File: config.mk
export PLATFORM = sky130hd
export DESIGN_NAME = param_counter_flat
export DESIGN_NICKNAME = d
export VERILOG_FILES = /design/src/rtl/param_counter_pkg.sv /design/src/rtl/param_counter_if.sv /design/src/rtl/param_counter_prescaler.sv /design/src/rtl/param_counter.sv /design/src/flat_wrapper.sv
export SDC_FILE = /design/constraint.sdc
export NUM_CORES = 1
export LEC_CHECK = 0
export ABC_AREA = 1
export ABC_CLOCK_PERIOD_IN_PS = 3400
export CAP_MARGIN = 20
export CORE_AREA = 2 2 59 61
export DETAILED_ROUTE_END_ITERATION = 7
export DIE_AREA = 0 0 61 63
export PLACE_DENSITY = 0.85
export RECOVER_POWER = 25
export SLEW_MARGIN = 20
export SYNTH_ARGS = -nofsm -noshare
export SYNTH_HDL_FRONTEND = slang
export SYNTH_HIERARCHICAL = 1
export SYNTH_SLANG_ARGS = --single-unit
File: constraint.sdc
create_clock -name clk -period 3.4 [get_ports clk]
set_input_delay 0.34 -clock clk [delete_from_list [all_inputs] [get_ports clk]]
set_output_delay 0.34 -clock clk [all_outputs]
set_load 0.01 [all_outputs]
File: src/rtl/param_counter_pkg.sv
// Shared types for param_counter: count-mode and one-shot state encodings.
// Optional snapshot capture is enabled by defining COUNTER_SNAPSHOT_EN.
package counter_pkg;

  typedef enum logic [1:0] {
    CNT_WRAP    = 2'd0,
    CNT_SAT     = 2'd1,
    CNT_ONESHOT = 2'd2
  } cnt_mode_e;

  typedef enum logic [1:0] {
    ST_IDLE = 2'd0,
    ST_RUN  = 2'd1,
    ST_DONE = 2'd2
  } cnt_state_e;

  // Raw mode code 3 behaves exactly like wrap.
  function automatic cnt_mode_e decode_mode(input logic [1:0] m);
    case (m)
      2'd1:    return CNT_SAT;
      2'd2:    return CNT_ONESHOT;
      default: return CNT_WRAP;
    endcase
  endfunction

endpackage

File: src/rtl/param_counter_if.sv
// Control/status bundle of param_counter; snap/snap_val exist only with COUNTER_SNAPSHOT_EN.
interface param_counter_if #(
    parameter int WIDTH      = 8,
    parameter int PRESCALE_W = 4
);

  logic                  en;
  logic                  clear;
  logic                  load;
  logic [WIDTH-1:0]      load_val;
  logic                  up;
  logic [1:0]            mode;
  logic [WIDTH-1:0]      limit;
  logic [PRESCALE_W-1:0] prescale;
  logic [WIDTH-1:0]      cnt;
  logic                  tc;
  logic                  busy;
  logic                  done;
`ifdef COUNTER_SNAPSHOT_EN
  logic                  snap;
  logic [WIDTH-1:0]      snap_val;
`endif

`ifdef COUNTER_SNAPSHOT_EN
  modport master (
    output en, clear, load, load_val, up, mode, limit, prescale, snap,
    input  cnt, tc, busy, done, snap_val
  );
  modport slave (
    input  en, clear, load, load_val, up, mode, limit, prescale, snap,
    output cnt, tc, busy, done, snap_val
  );
`else
  modport master (
    output en, clear, load, load_val, up, mode, limit, prescale,
    input  cnt, tc, busy, done
  );
  modport slave (
    input  en, clear, load, load_val, up, mode, limit, prescale,
    output cnt, tc, busy, done
  );
`endif

endinterface

File: src/rtl/param_counter_prescaler.sv
// Enable-gated prescaler: one tick every prescale+1 enabled cycles; restart zeroes the phase.
module counter_prescaler #(
    parameter int PRESCALE_W = 4
) (
    input  logic                  clk,
    input  logic                  rst,
    input  logic                  en,
    input  logic                  restart,
    input  logic [PRESCALE_W-1:0] prescale,
    output logic                  tick
);

  logic [PRESCALE_W-1:0] pcnt;

  assign tick = en && (pcnt == prescale);

  always_ff @(posedge clk or posedge rst) begin
    if (rst) begin
      pcnt <= '0;
    end else if (restart) begin
      pcnt <= '0;
    end else if (en) begin
      if (pcnt == prescale) begin
        pcnt <= '0;
      end else begin
        pcnt <= pcnt + PRESCALE_W'(1);
      end
    end
  end

endmodule

File: src/rtl/param_counter.sv
// General-purpose timer/event counter: wrap, saturate and one-shot modes with prescaler and load.
// Define COUNTER_SNAPSHOT_EN to add the snap/snap_val capture register.
module param_counter
  import counter_pkg::*;
#(
    parameter int               WIDTH      = 8,
    parameter int               PRESCALE_W = 4,
    parameter logic [WIDTH-1:0] RESET_VAL  = '0
) (
    input logic           clk,
    input logic           rst,
    param_counter_if.slave bus
);

  logic             tick;
  logic             restart;
  logic             terminal;
  logic             active;
  cnt_mode_e        mode_s;
  cnt_state_e       state_q, state_d;
  logic [WIDTH-1:0] cnt_q, cnt_step;
  logic             tc_q;

  assign restart = bus.clear | bus.load;

  counter_prescaler #(.PRESCALE_W(PRESCALE_W)) u_prescaler (
    .clk      (clk),
    .rst      (rst),
    .en       (bus.en),
    .restart  (restart),
    .prescale (bus.prescale),
    .tick     (tick)
  );

  assign mode_s   = decode_mode(bus.mode);
  // ">=" so a load above limit is treated as terminal on the next tick.
  assign terminal = bus.up ? (cnt_q >= bus.limit) : (cnt_q == '0);
  assign active   = (mode_s != CNT_ONESHOT) || (state_q == ST_RUN);

  always_comb begin
    cnt_step = cnt_q;
    if (!terminal) begin
      cnt_step = bus.up ? (cnt_q + WIDTH'(1)) : (cnt_q - WIDTH'(1));
    end else if (mode_s == CNT_WRAP) begin
      cnt_step = bus.up ? '0 : bus.limit;
    end
  end

  always_comb begin
    state_d = state_q;
    if (bus.clear) begin
      state_d = ST_IDLE;
    end else if (mode_s != CNT_ONESHOT) begin
      state_d = ST_IDLE;
    end else if (bus.load) begin
      state_d = ST_RUN;
    end else if ((state_q == ST_RUN) && tick && terminal) begin
      state_d = ST_DONE;
    end
    bus.busy = (state_q == ST_RUN);
    bus.done = (state_q == ST_DONE);
  end

  always_ff @(posedge clk or posedge rst) begin
    if (rst) begin
      state_q <= ST_IDLE;
    end else begin
      state_q <= state_d;
    end
  end

  always_ff @(posedge clk or posedge rst) begin
    if (rst) begin
      cnt_q <= RESET_VAL;
      tc_q  <= 1'b0;
    end else if (bus.clear) begin
      cnt_q <= RESET_VAL;
      tc_q  <= 1'b0;
    end else if (bus.load) begin
      cnt_q <= bus.load_val;
      tc_q  <= 1'b0;
    end else if (tick && active) begin
      cnt_q <= cnt_step;
      tc_q  <= terminal;
    end else begin
      tc_q  <= 1'b0;
    end
  end

  assign bus.cnt = cnt_q;
  assign bus.tc  = tc_q;

`ifdef COUNTER_SNAPSHOT_EN
  // Captures the pre-update count; clear deliberately leaves it alone.
  logic [WIDTH-1:0] snap_q;

  always_ff @(posedge clk or posedge rst) begin
    if (rst) begin
      snap_q <= '0;
    end else if (bus.snap) begin
      snap_q <= cnt_q;
    end
  end

  assign bus.snap_val = snap_q;
`endif

endmodule
File: src/flat_wrapper.sv
// flat-port wrapper written by rule: the top's interface ports become plain ports
module param_counter_flat import counter_pkg::*;
#(
    parameter int               WIDTH      = 8,
    parameter int               PRESCALE_W = 4,
    parameter logic [WIDTH-1:0] RESET_VAL  = '0
)
  (clk, rst, bus_en, bus_clear, bus_load, bus_load_val, bus_up, bus_mode, bus_limit, bus_prescale, bus_cnt, bus_tc, bus_busy, bus_done);
  param_counter_if #(.WIDTH(WIDTH), .PRESCALE_W(PRESCALE_W)) bus_i ();
  input logic clk;
  input logic rst;
  input wire logic [$bits(bus_i.en)-1:0] bus_en;
  input wire logic [$bits(bus_i.clear)-1:0] bus_clear;
  input wire logic [$bits(bus_i.load)-1:0] bus_load;
  input wire logic [$bits(bus_i.load_val)-1:0] bus_load_val;
  input wire logic [$bits(bus_i.up)-1:0] bus_up;
  input wire logic [$bits(bus_i.mode)-1:0] bus_mode;
  input wire logic [$bits(bus_i.limit)-1:0] bus_limit;
  input wire logic [$bits(bus_i.prescale)-1:0] bus_prescale;
  output wire logic [$bits(bus_i.cnt)-1:0] bus_cnt;
  output wire logic [$bits(bus_i.tc)-1:0] bus_tc;
  output wire logic [$bits(bus_i.busy)-1:0] bus_busy;
  output wire logic [$bits(bus_i.done)-1:0] bus_done;
  assign bus_i.en = bus_en;
  assign bus_i.clear = bus_clear;
  assign bus_i.load = bus_load;
  assign bus_i.load_val = bus_load_val;
  assign bus_i.up = bus_up;
  assign bus_i.mode = bus_mode;
  assign bus_i.limit = bus_limit;
  assign bus_i.prescale = bus_prescale;
  assign bus_cnt = bus_i.cnt;
  assign bus_tc = bus_i.tc;
  assign bus_busy = bus_i.busy;
  assign bus_done = bus_i.done;
  param_counter #(.WIDTH(WIDTH), .PRESCALE_W(PRESCALE_W), .RESET_VAL(RESET_VAL)) u_core (.clk(clk), .rst(rst), .bus(bus_i));
endmodule
=== Word-level counts from Yosys, hierarchy flattened ===
Cells that the tools add are included.

* Reductions and logical operators: 11
* $lt $le $gt $ge: 1
* Eq/ne operators: 7
* Multiplexer cells: 19
* Add/sub/neg operators: 3
* Bitwise gates (word level): 1

{| class="wikitable"
|+ Operators by type and width
! operator !! count
|-
| 2-to-1 mux 8 bit || 7
|-
| 2-to-1 mux 4 bit || 3
|-
| adder 8 x 1 -> 8 bit, second input constant || 1
|-
| >= comparator 8 bit || 1
|-
| logical NOT 8 bit || 1
|-
| 2-to-1 mux 2 bit || 4
|-
| subtractor 8 x 1 -> 8 bit, second input constant || 1
|-
| adder 4 x 1 -> 4 bit, second input constant || 1
|-
| == test 2 x 1 -> 1 bit, second input constant || 2
|-
| == test 2 bit, second input constant || 2
|-
| == test 4 bit || 1
|-
| logical AND 1 bit || 4
|-
| 2-to-1 mux 1 bit || 4
|-
| != test 4 bit, second input constant || 1
|-
| case mux 2 bit (2 select lines) || 1
|-
| nonzero test 4 bit || 1
|-
| nonzero test 3 bit || 1
|-
| logical NOT 2 bit || 1
|-
| != test 2 bit, second input constant || 1
|-
| AND reduction 2 bit || 1
|-
| nonzero test 2 bit || 1
|-
| logical OR 1 bit || 1
|-
| bitwise OR 1 bit || 1
|}

* Output and inout port bits: 11
* Input port bits: 28
* Flip-flop bits (word level): 15
* Logic and storage cells: 46

=== Longest topological paths before layout ===
* Word-level depth: 8
* Depth in mapped cells: 16
* Mapped depth without buffers: 16

=== By module ===
The synthesis kept the hierarchy.

{| class="wikitable"
|+ By module, submodules not included
! module !! area each (um^2) !! times used !! cells each !! seq. area each (um^2)
|-
| param_counter || 1380.1 || 1 || 209 || 275.3
|-
| counter_prescaler || 310.3 || 1 || 50 || 100.1
|}

=== Least setup slack after synthesis ===
OpenSTA, ideal clock, no wires.

* Kind: input-to-reg
* From: input bus_up
* To: register u_core.cnt_q[7], in the netlist u_core/bus.cnt[7]
* Arrival: 1711 ps
* Buffers on the path: 1
* Required time: 3283 ps
* Slack: 1572 ps
* Library setup time: 117 ps
* Stages: 13
* Path through: inv_2 > buf_2 > ha_1 > or2_1 > and2_4 > nand2_2 > nand3_1 > nand2_1 > nand2_1 > nand2_1 > nand2_1 > nand3_2 > nand2_1

* Word-level cells in the longest chain between the ends: 6
* Elaborated cells on any way between the ends: 10
* Those cells by class: eq/ne (1); mux (8); reduce/logical (1)

{| class="wikitable"
|+ RTL lines
! item !! line !! RTL
|-
| start, declared || flat_wrapper.sv:16 || <nowiki>input wire logic [$bits(bus_i.up)-1:0] bus_up;</nowiki>
|-
| 2-to-1 mux 8 bit || param_counter.sv:45 || <nowiki>cnt_step = bus.up ? '0 : bus.limit;</nowiki>
|-
| 2-to-1 mux 8 bit || param_counter.sv:44 || <nowiki>end else if (mode_s == CNT_WRAP) begin</nowiki>
|-
| 2-to-1 mux 8 bit || param_counter.sv:42 || <nowiki>if (!terminal) begin</nowiki>
|-
| 2-to-1 mux 8 bit || param_counter.sv:82 || <nowiki>end else if (tick && active) begin</nowiki>
|-
| 2-to-1 mux 8 bit || param_counter.sv:79 || <nowiki>end else if (bus.load) begin</nowiki>
|-
| 2-to-1 mux 8 bit || param_counter.sv:76 || <nowiki>end else if (bus.clear) begin</nowiki>
|-
| end signal, assigned || param_counter.sv:80 || <nowiki>cnt_q <= bus.load_val;</nowiki>
|-
| end signal, assigned || param_counter.sv:83 || <nowiki>cnt_q <= cnt_step;</nowiki>
|-
| end, declared || param_counter.sv:21 || <nowiki>logic [WIDTH-1:0] cnt_q, cnt_step;</nowiki>
|}

Several ways; a longest one is shown, not always the timed one. The select of a mux whose other input is x is not followed.
A chain may end at the register's enable or synchronous reset.

=== Worst setup path in the final report ===
Same ends and word-level chain as after synthesis.

==> results.py <==
metrics = {
    "outcome": {
        "status": "finished clean",
    },
    "synthesis": {
        "syn-cell-area_sq_mm": 0.00169,
        "synth.top_cell.area_share": 0.222,
        "syn_inst": 259,
        "yosys-top-cells-area": "dfrtp_1 22%, nand2_1 16%, ha_1 12%",
        "yosys.area_share.adder": 0.130,
        "post_synth_xor_area_fraction": 0.0259,
        "syn_nets": 304,
        "synth-compound-area-share": 0.0503,
        "ys_seq_elements": 15,
        "ys_seq_area_frac": 0.222,
        "synth_warnings": 6,
        "muxShareOfSynthArea": 0,
        "yosys.area.top_type": "dfrtp_1",
        "syn_area_per_cell_sq_um": 6.53,
        "yosysUniqueCellTypes": 32,
        "synthSimpleGateAreaFrac": 0.461,
        "synth_top_family_by_area": "simple AND/OR/NAND/NOR gates",
    },
    "finish": {
        "synthToLayoutAreaGrowth_pct": 26.4,
        "layout.cells.non_filler": 344,
        "diodes": 0,
        "drive_above_1_share": 0.0839,
        "nets": 344,
    },
    "die": {
        "start_util": 0.523,
        "row_count": 21,
        "dieArea_sq_mm": 0.00384,
        "ios": 39,
        "die_x_um": 61,
        "core_area_sq_mm": 0.00323,
        "die_h_um": 63,
    },
    "worst_setup_path": {
        "critPathLaunchType": "input port",
        "reg2reg_depth": 15,
        "path_class": "input port to flip-flop",
        "r2r-end": "u_core/bus.cnt[1]",
        "r2r_start": "u_core/bus.cnt[0]",
        "required_ns": 3.59,
        "worstPathArrival_ns": 2.33,
        "r2r_slack_ns": 1.53,
        "crit_fanout": 16,
        "end_kind": "flip-flop",
        "crit_start": "bus_up",
        "cp-endpoint": "u_core/bus.cnt[7]",
    },
    "routing": {
        "initialDrtViolationCount": 56,
        "drc_errors": 0,
        "first_pass_iters": 5,
        "avgRoutedWirePerCell_um": 11.0,
        "ant_nets": 0,
        "vias": 1697,
        "vias_per_cell": 4.93,
        "drt-total-wl_um": 3790,
    },
    "min_path": {
        "hp-class": "input port to asynchronous set/reset pin",
    },
    "power_and_ir_drop": {
        "vdd.ir_drop.worst_v": 0.000268,
        "p_per_area_mw_per_mm2": 292,
        "power_mw": 0.624,
        "p_leak_nw": 1.14,
    },
    "clock_network": {
        "numCtsBuffers": 3,
        "root_buffer": "clkbuf_4",
        "cts_setup_buffers": 0,
        "clk_pin_slew_ns": 0.09,
        "clk_latency_ns": 0.28,
        "ctsResizeCount": 0,
        "tritoncts": "done",
        "cts_max_level": 1,
        "hold_buffers": 0,
        "clock_sinks": 15,
        "cts_buffer_depth": 2,
    },
    "place": {
        "dp.cells": 340,
        "hpwl_um": 3040,
        "numPortBuffers": 38,
        "dp_slack_ns": 0.958,
        "place.gp.congestion": 0.873,
    },
    "timing": {
        "fin_worst_skew_ns": 0.00748,
        "holdWs_ns": 0.387,
        "max_freq_ghz": 0.466,
        "worstMarginPinSlew_ns": 0.522,
        "period_needed_ns": 2.15,
        "finalWorstSetupSlack_ns": 1.25,
        "fin_crit_sh": 0.631,
        "maxSlewViolCount": 0,
        "rsz0062_at_grt": "false",
        "setup_viol": 0,
        "setup_tns_ns": 0,
        "max_slew_margin": 0.651,
        "final-hold-violation-count": 0,
    },
    "grt": {
        "grt_pass1_wl_um": 6720,
        "grt_pass1_vias": 1601,
        "grt_max_degree": 18,
        "grt_usage": 0.221,
        "grt_antenna_before_repair": 0,
        "grt_overflow": 0,
    },
    "job": {
        "drv_cap": 0,
    },
}
-- layout make-up --
cell class              count  area (sq um)
clock buffers               4          26.3
well taps                  46          57.6
repair buffers             38           380
inverters                  45           169
multi-input cells         196          1130
fillers                   293          1090
flip-flops and latches     15           375
-- state kept, by name, summed over array words and instances, names as in the netlist --
| name | count |
|---|---|
| u_core/u_prescaler/pcnt | 4 |
| u_core/bus.cnt | 8 |
| u_core/bus.tc | 1 |
| u_core/state_q | 2 |
-- where the power goes --
group / internal [mW] / leakage, nW / switching, mW
combinational: 0.141 / 0.925 / 0.166
clock: 0.0456 / 0.0150 / 0.0577
sequential: 0.191 / 0.200 / 0.0222
total: 0.378 / 1.14 / 0.246
-- routing by layer --
layer,GRT usage,up-vias,routed length [um]
met5,0,-,0
met4,0.0489,0,49
li1,-,895,-
met2,0.343,49,1740
met3,0.0414,6,203
met1,0.316,747,1800
-- cells in the mapped netlist (all sizes together) --
cell	n
nand2b	1
clkinv	1
a21o	1
nor3b	1
and2	1
nor2	36
o21a	1
dfrtp	15
nand2	78
fa	1
nand4	2
a21oi	7
inv	44
o21ai	1
a211oi	1
ha	16
nand3	41
xnor2	3
buf	3
or2	1
nand3b	2
xor2	2
-- logic make-up (layout without fill, tap and decap cells) --
kind of cell / Yosys count / count (layout)
flops: 15 / 15
compound gates: 11 / 11
simple gates: 163 / 163
fa+ha+maj: 17 / 17
xor+xnor: 5 / 5
buf+inv: 48 / 87
-- layout by cell type (no fill, tap or decap), drive strengths merged, types with 2 or more instances in the layout --
master         instances
nand2                 78
inv                   44
nand3                 41
clkdlybuf4s50         37
nor2                  36
ha                    16
dfrtp                 15
a21oi                  7
clkbuf                 4
xnor2                  3
nand3b                 2
xor2                   2
nand4                  2
-- how the worst min path moves through the flow --
stage                                     from                    endpoint  slack, ns  cells after the start
CTS                                        rst  u_core/u_prescaler/pcnt[2]       0.26                      2
floorplan                                  rst  u_core/u_prescaler/pcnt[0]       0.11                      1
finish                                     rst  u_core/u_prescaler/pcnt[2]       0.39                      2
global placement    u_core/u_prescaler/pcnt[3]  u_core/u_prescaler/pcnt[3]       0.49                      2
detailed placement  u_core/u_prescaler/pcnt[3]  u_core/u_prescaler/pcnt[3]       0.51                      2
global route                               rst  u_core/u_prescaler/pcnt[2]       0.40                      2
-- worst max-delay path, stage by stage --
cell and delay, ns:
clkdlybuf4s50_1 0.56, inv_2 0.17, ha_1 0.39, or2_1 0.24, and2_4 0.17, nand2_2 0.05, nand3_1 0.07, nand2_1 0.07
nand2_1 0.05, nand2_1 0.06, nand2_1 0.06, nand3_2 0.07, nand2_1 0.05
-- through the flow --
stage	cell area, sq um	util
3_5_place_dp	2110	0.653
4_1_cts	2140	0.661
5_1_grt	2140	0.661
2_1_floorplan	1690	-
6_report	2140	0.661
3_3_place_gp	2110	0.653
No activity file was read; power rests on OpenSTA's default activity.
